`src/rtl/regfile_writeback_queue_pkg.sv`:
```
// Shared types and sizes for the register-file writeback queue.
// One queued result is a destination register plus its data word.
package regfile_writeback_queue_pkg;

  localparam int AW        = 5;
  localparam int DW        = 32;
  localparam int REG_COUNT = 32;

  typedef struct packed {
    logic [AW-1:0] rd;
    logic [DW-1:0] data;
  } wbq_entry_t;

endpackage

```
`src/rtl/regfile_writeback_queue_fwd_match.sv`:
```
// Forwarding lookup for one read port: finds the youngest pending entry whose rd
// matches addr. Entries arrive in age order, index 0 oldest.
module wbq_fwd_match
  import regfile_writeback_queue_pkg::*;
#(
  parameter int DEPTH = 4
) (
  input  wbq_entry_t [DEPTH-1:0] entries,
  input  logic [DEPTH-1:0]       valid,
  input  logic [AW-1:0]          addr,
  output logic                   hit,
  output logic [DW-1:0]          data
);

  // Higher index is younger, so a later match overrides an earlier one.
  always_comb begin
    hit  = 1'b0;
    data = {DW{1'b0}};
    for (int i = 0; i < DEPTH; i++) begin
      hit  = hit | (valid[i] && (entries[i].rd == addr));
      data = (valid[i] && (entries[i].rd == addr)) ? entries[i].data : data;
    end
  end

endmodule

```
`src/rtl/regfile_writeback_queue.sv`:
```
// In-order writeback queue between the ALU/memory stages and the register-file
// write port, with forwarding of still-pending results to two read addresses.
module regfile_writeback_queue
  import regfile_writeback_queue_pkg::*;
#(
  parameter int DEPTH = 4
) (
  input  logic                     clk,
  input  logic                     rst_n,
  input  logic                     mem_valid,
  input  logic [AW-1:0]            mem_rd,
  input  logic [DW-1:0]            mem_data,
  output logic                     mem_ready,
  input  logic                     alu_valid,
  input  logic [AW-1:0]            alu_rd,
  input  logic [DW-1:0]            alu_data,
  output logic                     alu_ready,
  output logic [AW-1:0]            Rdst,
  output logic [DW-1:0]            wdata,
  output logic                     writereg,
  input  logic [AW-1:0]            Rsrc1,
  input  logic [AW-1:0]            Rsrc2,
  output logic                     fwd1_hit,
  output logic                     fwd2_hit,
  output logic [DW-1:0]            fwd1_data,
  output logic [DW-1:0]            fwd2_data,
  output logic [$clog2(DEPTH):0]   count
);

  localparam int PW = $clog2(DEPTH);
  localparam int CW = PW + 1;
  localparam logic [CW-1:0] DEPTH_C  = CW'(DEPTH);
  localparam logic [CW-1:0] FREE_ONE = CW'(1);
  localparam logic [CW-1:0] FREE_TWO = CW'(2);

  wbq_entry_t [DEPTH-1:0] store_r;
  logic [CW-1:0]          rd_ptr_r;
  logic [CW-1:0]          wr_ptr_r;

  logic [CW-1:0]          count_s;
  logic [CW-1:0]          free_s;
  logic                   empty_s;
  logic                   mem_fire_s;
  logic                   alu_fire_s;
  logic [CW-1:0]          alu_slot_s;
  wbq_entry_t             head_s;
  wbq_entry_t [DEPTH-1:0] aged_s;
  logic [DEPTH-1:0]       aged_valid_s;

  assign count_s = wr_ptr_r - rd_ptr_r;
  assign free_s  = DEPTH_C - count_s;
  assign empty_s = (count_s == {CW{1'b0}});
  assign count   = count_s;

  // Readiness uses only start-of-cycle occupancy; a same-cycle pop is not credited.
  assign mem_ready  = (free_s >= FREE_ONE);
  assign alu_ready  = (free_s >= FREE_TWO) || ((free_s >= FREE_ONE) && !mem_valid);
  assign mem_fire_s = mem_valid && mem_ready;
  assign alu_fire_s = alu_valid && alu_ready;
  assign alu_slot_s = wr_ptr_r + CW'(mem_fire_s);

  // Queue storage and pointers: memory result is older than a same-cycle ALU result.
  always_ff @(posedge clk or negedge rst_n) begin
    if (!rst_n) begin
      store_r  <= {(DEPTH * (AW + DW)){1'b0}};
      rd_ptr_r <= {CW{1'b0}};
      wr_ptr_r <= {CW{1'b0}};
    end else begin
      if (mem_fire_s) begin
        store_r[wr_ptr_r[PW-1:0]] <= '{rd: mem_rd, data: mem_data};
      end
      if (alu_fire_s) begin
        store_r[alu_slot_s[PW-1:0]] <= '{rd: alu_rd, data: alu_data};
      end
      wr_ptr_r <= wr_ptr_r + CW'(mem_fire_s) + CW'(alu_fire_s);
      rd_ptr_r <= rd_ptr_r + CW'(!empty_s);
    end
  end

  // Head entry drives the regfile write port; zeroed while empty.
  always_comb begin
    head_s   = store_r[rd_ptr_r[PW-1:0]];
    writereg = !empty_s;
    if (empty_s) begin
      Rdst  = {AW{1'b0}};
      wdata = {DW{1'b0}};
    end else begin
      Rdst  = head_s.rd;
      wdata = head_s.data;
    end
  end

  for (genvar g = 0; g < DEPTH; g++) begin : g_age
    logic [PW-1:0] slot_s;
    assign slot_s          = rd_ptr_r[PW-1:0] + PW'(g);
    assign aged_s[g]       = store_r[slot_s];
    assign aged_valid_s[g] = (CW'(g) < count_s);
  end

  wbq_fwd_match #(.DEPTH(DEPTH)) u_fwd1 (
    .entries (aged_s),
    .valid   (aged_valid_s),
    .addr    (Rsrc1),
    .hit     (fwd1_hit),
    .data    (fwd1_data)
  );

  wbq_fwd_match #(.DEPTH(DEPTH)) u_fwd2 (
    .entries (aged_s),
    .valid   (aged_valid_s),
    .addr    (Rsrc2),
    .hit     (fwd2_hit),
    .data    (fwd2_data)
  );

endmodule

```
`config.mk`:
```
export PLATFORM = sky130hd
export DESIGN_NAME = regfile_writeback_queue
export DESIGN_NICKNAME = d
export VERILOG_FILES = /design/src/rtl/regfile_writeback_queue_pkg.sv /design/src/rtl/regfile_writeback_queue_fwd_match.sv /design/src/rtl/regfile_writeback_queue.sv
export SDC_FILE = /design/constraint.sdc
export NUM_CORES = 1
export LEC_CHECK = 0
export BUFFER_PORTS_ARGS = -buffer_cell sky130_fd_sc_hd__buf_4
export CORE_MARGIN = 1
export CORE_UTILIZATION = 40
export CTS_BUF_LIST = sky130_fd_sc_hd__clkbuf_2 sky130_fd_sc_hd__clkbuf_4 sky130_fd_sc_hd__clkbuf_8
export DETAILED_ROUTE_END_ITERATION = 6
export PLACE_DENSITY = 0.57
export SLEW_MARGIN = 10
export SYNTH_ARGS = -nofsm -noshare
export SYNTH_HDL_FRONTEND = slang
export SYNTH_SLANG_ARGS = --single-unit
```
`constraint.sdc`:
```
create_clock -name clk -period 4.15 [get_ports clk]
set_clock_uncertainty 0.15 [all_clocks]
set_input_delay 0.83 -clock clk [delete_from_list [all_inputs] [get_ports clk]]
set_output_delay 0.83 -clock clk [all_outputs]
set_load 0.02 [all_outputs]
```
==> results.cfg, run 1 <==
[routing]
wl_um = 51900
drt_first_pass_iters = 5
via_per_inst = 5.99
top_layer = met4
routedLengthMet1_um = 21600
antenna_left = 0
met2RoutedLength_um = 24600
num_vias = 13389
dr.first_iter.drc_count = 1068
wl_met3_um = 4210
drc = 0
wl_per_cell_um = 23.2

[sta]
worst_pin_slew_ns = 0.870
final-hold-violation-count = 0
max_freq_mhz = 229
relSlewSlack_pct = 41.4
finalSetupTns_ns = -7.91
rsz0062_at_grt = yes
fin_crit_ns = 4.36
setup_violations = 65
post-route-period-util_pct = 105
setup_slack_ns = -0.208
slew_violations = 0

[finish]
syn2layout_area_growth_pct = 41.0
final_nets = 1880
stdcell_count = 2235
drive_gt1_share_pct = 35.3
post-route-cell-area_mm2 = 0.0190
insertedDiodeCount = 0

[synthesis]
seq_area_frac_synth_pct = 28.7
synth_largest_area_cell = dfrtp_1
yosysWarnings = 0
ys.flop_type = dfrtp_1
yosysMostFrequentCell = mux2i_1
synth_fp_nets = 1670
synth_area_leaders = dfrtp_1, mux2i_1, a21oi_1
syn_inst = 1570
async_flop_share_pct = 100
synth_seq_cells = 154
avgSynthCellArea_um2 = 8.56
syn_area_mm2 = 0.0134
synthTopCellsByCount = mux2i_1, nor2_1, a21oi_1
synth_cell_types = 46
synth.top_cell.area_share_pct = 28.7
synth-edff-count = 0

[clock_tree]
clk_pin_slew_ns = 0.11
numClockSinks = 154
cts_tree = yes
cts_buffer_depth = 2
cts_buffers = 17
clk_latency_ns = 0.50
cts_max_level = 4
cts_root_buf = clkbuf_8

[global_route]
grt_pass1_vias = 12875
grt_max_degree = 127
antenna_found_initial = 1
grt.overflow.total = 0
grt_pass1_wl_um = 75000
grt_use_total_pct = 29.1

[worst_setup_path]
crit_required_ns = 3.17
r2r_start = rd_ptr_r[0]$_DFF_PN0_
cp_slowest_cell = dfrtp_4
r2r_end = store_r[11]$_DFF_PN0_
crit_chain = ha_4 > fa_2 > xnor3_2 > buf_6 > nand3_4 > nand4_1 > nor2_4 > buf_4 > buf_12 > a31oi_1 > a211oi_2 > buf_4
cp_data_arrival_time_ns = 3.38
crit_type = reg -> out
startpoint_type = flop
cp_num_buf_inv = 4
crit_fanout = 8
r2r_setup_slack_ns = 0.32
max_stage_delay_ns = 0.53
critPathMostFrequentCell = buf_4
reg2reg_depth = 12
critical_path.top_delay_family = buffers and inverters
critPathCaptureType = output pin

[die]
initial_utilization_pct = 41.0
io_pins = 197
die_h_um = 185
core.rowCount = 66
dieArea_mm2 = 0.0344
core_mm2 = 0.0328
dieWidth_um = 185

[run_status]
outcome = finished with violations
violations = setup timing

[placed_design]
hpwl_um = 30700
gp_congestion = 0.893
dp.cells = 2138
io_buffers = 196
place_area_mm2 = 0.0158

[job]
maxCapViolCount = 0

[min_path]
hold_path_class = in -> async
==> stage by stage <==
step	worst slack (ns)	utilization, %	hold slack (ns)
after floorplan	0.160	-	0.316
after global placement	0.103	48.2	0.339
after detailed placement	0.0641	48.2	0.339
after CTS	-0.175	54.6	0.179
after global routing	-0.303	57.8	0.176
final	-0.208	57.8	0.166
==> final cells by class <==
type	count	area, um2
sequential	154	3860
tap	442	553
clock buffer	18	248
clock inverter	14	161
fill	2855	13800
multi-input combinational	1236	10300
timing repair buffer	343	3720
inverter	28	108
==> cell usage in the layout (no fill, tap or decap), types with 18 or more instances in the layout <==
cell and instances:
nor2_1 180, buf_12 41, nand2_1 77, inv_1 26, a211oi_1 19, a21oi_1 161
clkbuf_8 18, dfrtp_1 152, nand3_1 20, nor3b_1 22, nor3_2 21, mux4_2 19
nor3_1 21, buf_6 55, nor3b_2 21, and2_1 28, mux2_2 34, mux2i_1 290
o21ai_0 76, buf_4 223
==> flip-flops by register name, indices dropped and copies added, names as in the netlist <==
signal    count
store_r     148
rd_ptr_r      3
wr_ptr_r      3
==> logic make-up after synthesis <==
kind of cell / count (synthesis) / synth area share (%)
flops: 154 / 28.7
fa+ha+maj: 12 / 1.17
simple gates: 446 / 15.6
compound gates: 371 / 16.6
mux: 362 / 29.1
xor+xnor: 45 / 3.20
buf+inv: 180 / 5.73
==> how the worst max path moves through the flow <==
| stage | cells past startpoint | to | from | slack (ns) |
|---|---|---|---|---|
| finish | 12 | fwd1_data[19] | rd_ptr_r[0]$_DFF_PN0_ | -0.21 |
| global route | 12 | fwd1_data[19] | rd_ptr_r[0]$_DFF_PN0_ | -0.30 |
| global placement | 10 | fwd2_data[27] | rd_ptr_r[0]$_DFF_PN0_ | 0.10 |
| detailed placement | 10 | fwd2_data[27] | rd_ptr_r[0]$_DFF_PN0_ | 0.06 |
| floorplan | 14 | store_r[34]$_DFF_PN0_ | wr_ptr_r[0]$_DFF_PN0_ | 0.16 |
| CTS | 12 | fwd2_data[2] | rd_ptr_r[0]$_DFF_PN0_ | -0.17 |
==> layer usage <==
layer | track usage, % | vias to the layer above
li1 | - | 6125
met1 | 36.6 | 6494
met2 | 48.9 | 651
met3 | 6.59 | 119
met4 | 9.39 | 0
met5 | 0.741 | -
==> what timing repair did <==
| action | CTS | global route |
|---|---|---|
| setup buffers | 24 | 18 |
| hold buffers | 0 | 0 |
| pin swaps | 66 | 49 |
| gates resized for setup | 204 | 145 |
| endpoints found under the setup margin | 69 | 66 |
| cloned | 16 | 8 |
Power of run 1 is not shown: default switching activity piles up to over one toggle a cycle in this logic, so the estimate is an artifact.
==> inputs of run 2 (changes only) <==
--- a/constraint.sdc
+++ b/constraint.sdc
@@ -4,2 +4,2 @@
 set_output_delay 0.83 -clock clk [all_outputs]
-set_load 0.02 [all_outputs]
+set_load 0.01 [all_outputs]
==> run 2 against run 1 <==
Compared with the run above:
- largest cell class unchanged
- first-iteration DRC count rose by 2.4%
- sequential share of layout area rose by 0.47 points
- global-route usage fell by 0.25 points
- the run still ends with setup timing left
- via count barely moved
==> results.cfg, run 2 (synthesis results as in run 1) <==
[worst_setup_path]
cp_slowest_cell = mux4_2
startpoint_type = flop
r2r_start = rd_ptr_r[0]$_DFF_PN0_
startpoint = rd_ptr_r[0]$_DFF_PN0_
crit_required_ns = 3.17
crit_type = reg -> out
max_stage_delay_ns = 0.58
crit_chain = buf_16 > mux4_2 > xnor2_2 > nand4_1 > or2_4 > buf_4 > buf_16 > a311oi_2 > o22ai_1 > buf_4
critPathCaptureType = output pin
crit_fanout = 12
cp_data_arrival_time_ns = 3.40

[finish]
top_register = store_r
final_cell_mix = mux2i_1, buf_4, nor2_1
drive_gt1_share_pct = 34.9
regArea_mm2 = 0.00386
post-route-cell-area_mm2 = 0.0185
final_common_cell = mux2i_1
syn2layout_area_growth_pct = 37.9
final_nets = 1879
insertedDiodeCount = 0
largest_register_ffs = 148
fill_cells = 2915
reg.largest.list = store_r: 148 flops, rd_ptr_r: 3 flops, wr_ptr_r: 3 flops
multi_input_area_mm2 = 0.0101

[clock_tree]
cts_buffer_depth = 2
cts_max_level = 4
cts_tree = yes
cts_buffers = 17
clk_pin_slew_ns = 0.11
ctsHoldBuffers = 0
clk_latency_ns = 0.51
numClockSinks = 154
cts_root_buf = clkbuf_8

[run_status]
violations = setup timing
outcome = finished with violations

[die]
die_h_um = 185
dieArea_mm2 = 0.0344
dieWidth_um = 185
core.rowCount = 66
io_pins = 197
initial_utilization_pct = 41.0
core_mm2 = 0.0328

[min_path]
hold_path_class = in -> async

[routing]
drc = 0
wl_per_cell_um = 23.0
antenna_left = 0
via_per_inst = 5.99
drt_first_pass_iters = 7
dr.first_iter.drc_count = 1094
num_vias = 13390
wl_um = 51400

[placed_design]
place_area_mm2 = 0.0159
hpwl_um = 31200
dp_slack_ns = 0.0966
io_buffers = 196
gp_congestion = 0.894

[sta]
setup_slack_ns = -0.235
rsz0062_at_grt = yes
slew_violations = 0
post-route-period-util_pct = 106
setup_violations = 65
max_freq_mhz = 228
relSlewSlack_pct = 42.3
final-hold-violation-count = 0
worst_pin_slew_ns = 0.866
fin_crit_ns = 4.38

[global_route]
grt_max_degree = 121
grt_use_total_pct = 28.8
grt_pass1_wl_um = 74900
antenna_found_initial = 0
grt_pass1_vias = 13033
grt.overflow.total = 0

[job]
maxCapViolCount = 0
run 2: worst max-delay path: cells and delay by family, from the launching register on:
family	cells	cell delay, ns
muxes	1	0.58
xor gates and xnor gates	1	0.17
AOI/OAI and AO/OA	2	0.43
and+or+nand+nor	2	0.54
DFF	1	0.50
buffers and inverters	4	0.66
run 2: what timing repair did:
item | in CTS | in global routing
cloned | 8 | 8
resized for setup | 133 | 175
buffers inserted | 14 | 21
endpoints found under the setup margin | 67 | 66
pin swaps | 42 | 39
run 2: per-stage QoR:
step	setup TNS (ns)	util (%)	cells	hold WS [ns]
5_1_grt	-15.26	56.5	2234	0.277
2_1_floorplan	0	-	1570	0.316
3_5_place_dp	0	48.5	2152	0.347
6_report	-8.47	56.5	2234	0.245
3_3_place_gp	0	48.5	2152	0.345
4_1_cts	-7.55	52.5	2206	0.253
run 2: worst paths after layout:
path,to,slack [ns],depth (start not counted)
max,fwd1_data[6],-0.23,10
min,store_r[77]$_DFF_PN0_,0.24,1
max reg2reg,store_r[13]$_DFF_PN0_,0.28,12
min reg2reg,rd_ptr_r[2]$_DFF_PN0_,0.37,1
max in group asynchronous,store_r[86]$_DFF_PN0_,2.61,2
min in group clk,rd_ptr_r[2]$_DFF_PN0_,0.37,1
run 2: layout make-up:
class / count / share of cell area (%)
inverters: 28 / 0.580
clock buffers: 19 / 1.38
well taps: 442 / 2.98
flip-flops and latches: 154 / 20.8
clock inverters: 13 / 0.594
repair buffers: 342 / 19.0
multi-input cells: 1236 / 54.6
run 2: per-layer routing:
| metal | track usage, % | part of all wire [%] |
|---|---|---|
| met2 | 46.3 | 47 |
| met5 | 0 | 0 |
| met1 | 38.1 | 42 |
| met3 | 5.13 | 7.7 |
| met4 | 11.6 | 3.3 |
Power of run 2 is left out for the same reason.
==> inputs of run 3 (changes only) <==
- PLACE_DENSITY: 0.57 -> 0.6
- clock period: 4.15 -> 3.5 ns (I/O delays scaled with it)
==> run 3 against run 2 <==
Compared with the run above:
- the run still ends with setup timing left
- via count is 9.2% higher
- largest cell class unchanged
- first-iteration DRC count is 24% higher
- wire length is 14% higher
- critical path depth is 1 higher
- non-clock buffer count is 107 higher
==> results.cfg, run 3 (synthesis results as in run 1) <==
[sta]
fin_crit_ns = 4.14
worst_pin_slew_ns = 0.674
relSlewSlack_pct = 54.6
max_freq_mhz = 242
slew_violations = 0
setup_slack_ns = -0.639
final-hold-violation-count = 0
post-route-period-util_pct = 118
setup_violations = 254
rsz0062_at_grt = yes

[placed_design]
hpwl_um = 33700
io_buffers = 196
dp_slack_ns = -0.337
gp_congestion = 0.952

[finish]
fill_cells = 2699
top_register = store_r
final_nets = 1986
insertedDiodeCount = 0
drive_gt1_share_pct = 44.9
syn2layout_area_growth_pct = 50.3
largest_register_ffs = 148
reg.largest.list = store_r: 148 flops, rd_ptr_r: 3 flops, wr_ptr_r: 3 flops
final_cell_mix = mux2i_1, buf_4, dfrtp_1

[clock_tree]
ctsHoldBuffers = 0
cts_tree = yes
cts_buffers = 17
clk_pin_slew_ns = 0.10
cts_buffer_depth = 2
cts_max_level = 4
cts_root_buf = clkbuf_8
clk_latency_ns = 0.48
numClockSinks = 154

[global_route]
grt.overflow.total = 0
grt_pass1_vias = 13738
grt_max_degree = 90
antenna_found_initial = 0
grt_pass1_wl_um = 77600
grt_use_total_pct = 29.4

[min_path]
hold_path_class = in -> async

[worst_setup_path]
cp_data_arrival_time_ns = 3.29
startpoint_type = flop
r2r_setup_slack_ns = -0.37
critPathCaptureType = output pin
crit_type = reg -> out
reg2reg_depth = 17
r2r_end = store_r[101]$_DFF_PN0_
r2r_start = rd_ptr_r[0]$_DFF_PN0_
crit_fanout = 23
crit_required_ns = 2.65

[die]
initial_utilization_pct = 41.0
io_pins = 197
dieWidth_um = 185
core.rowCount = 66
core_mm2 = 0.0328
die_h_um = 185
dieArea_mm2 = 0.0344

[routing]
drc = 0
dr.first_iter.drc_count = 1355
antenna_left = 0
wl_per_cell_um = 24.9
wl_um = 58300
via_per_inst = 6.25
num_vias = 14623
drt_first_pass_iters = 7

[job]
maxCapViolCount = 0

[run_status]
outcome = finished with violations
violations = setup timing
## run 3: final cells by class
class | instances | area, um2 | share of cell area [%]
multi-input combinational | 1236 | 10600 | 52.2
timing repair buffer | 449 | 4750 | 23.5
sequential | 154 | 3860 | 19.1
tap | 442 | 553 | 2.74
clock buffer | 18 | 241 | 1.20
clock inverter | 14 | 138 | 0.681
inverter | 28 | 111 | 0.551
## run 3: layer usage
metal  vias to the layer above  wire length (um)  GRT usage [%]
met5                         -                 0              0
met4                         0              3130           12.4
met3                       190              4460           3.79
met2                       815             27200           50.1
met1                      7264             23500           37.2
li1                       6354                 -              -
## run 3: worst max-delay path, cell delays in order (launching register included)
cell and delay (ns):
dfrtp_4 0.49, buf_12 0.17, mux4_2 0.56, buf_4 0.17
xnor2_1 0.20, nand4_1 0.17, nor2_2 0.17, buf_12 0.26
buf_12 0.17, a311oi_2 0.09, o22ai_1 0.19, buf_4 0.17
## run 3: repair_timing
action / 4_1_cts / 5_1_grt
gates cloned: 5 / 28
endpoints found under the setup margin: 254 / 254
buffers inserted: 26 / 16
pin swaps: 17 / 68
gates resized for setup: 171 / 363
## run 3: worst max-delay path by stage
stage,startpoint,to,slack [ns],cells after the start
3_3_place_gp,rd_ptr_r[0]$_DFF_PN0_,fwd2_data[26],-0.25,10
2_1_floorplan,wr_ptr_r[0]$_DFF_PN0_,fwd2_data[0],0.02,10
5_1_grt,rd_ptr_r[0]$_DFF_PN0_,fwd2_data[27],-0.71,10
3_5_place_dp,rd_ptr_r[0]$_DFF_PN0_,fwd2_data[26],-0.34,11
6_report,rd_ptr_r[0]$_DFF_PN0_,fwd1_data[9],-0.64,11
4_1_cts,rd_ptr_r[0]$_DFF_PN0_,fwd2_data[27],-0.61,9
## run 3: stage by stage
step	hold WS (ns)	instance area, um2	util (%)	TNS, ns	instances
after floorplan	0.254	13500	-	0	1570
after global placement	0.337	16800	51.1	-15.74	2237
after detailed placement	0.338	16800	51.1	-24.12	2237
after CTS	0.0418	18200	55.5	-46.66	2300
after global routing	0.0515	20200	61.6	-101.89	2341
final	0.0216	20200	61.6	-82.93	2341
Power of run 3 is left out for the same reason.
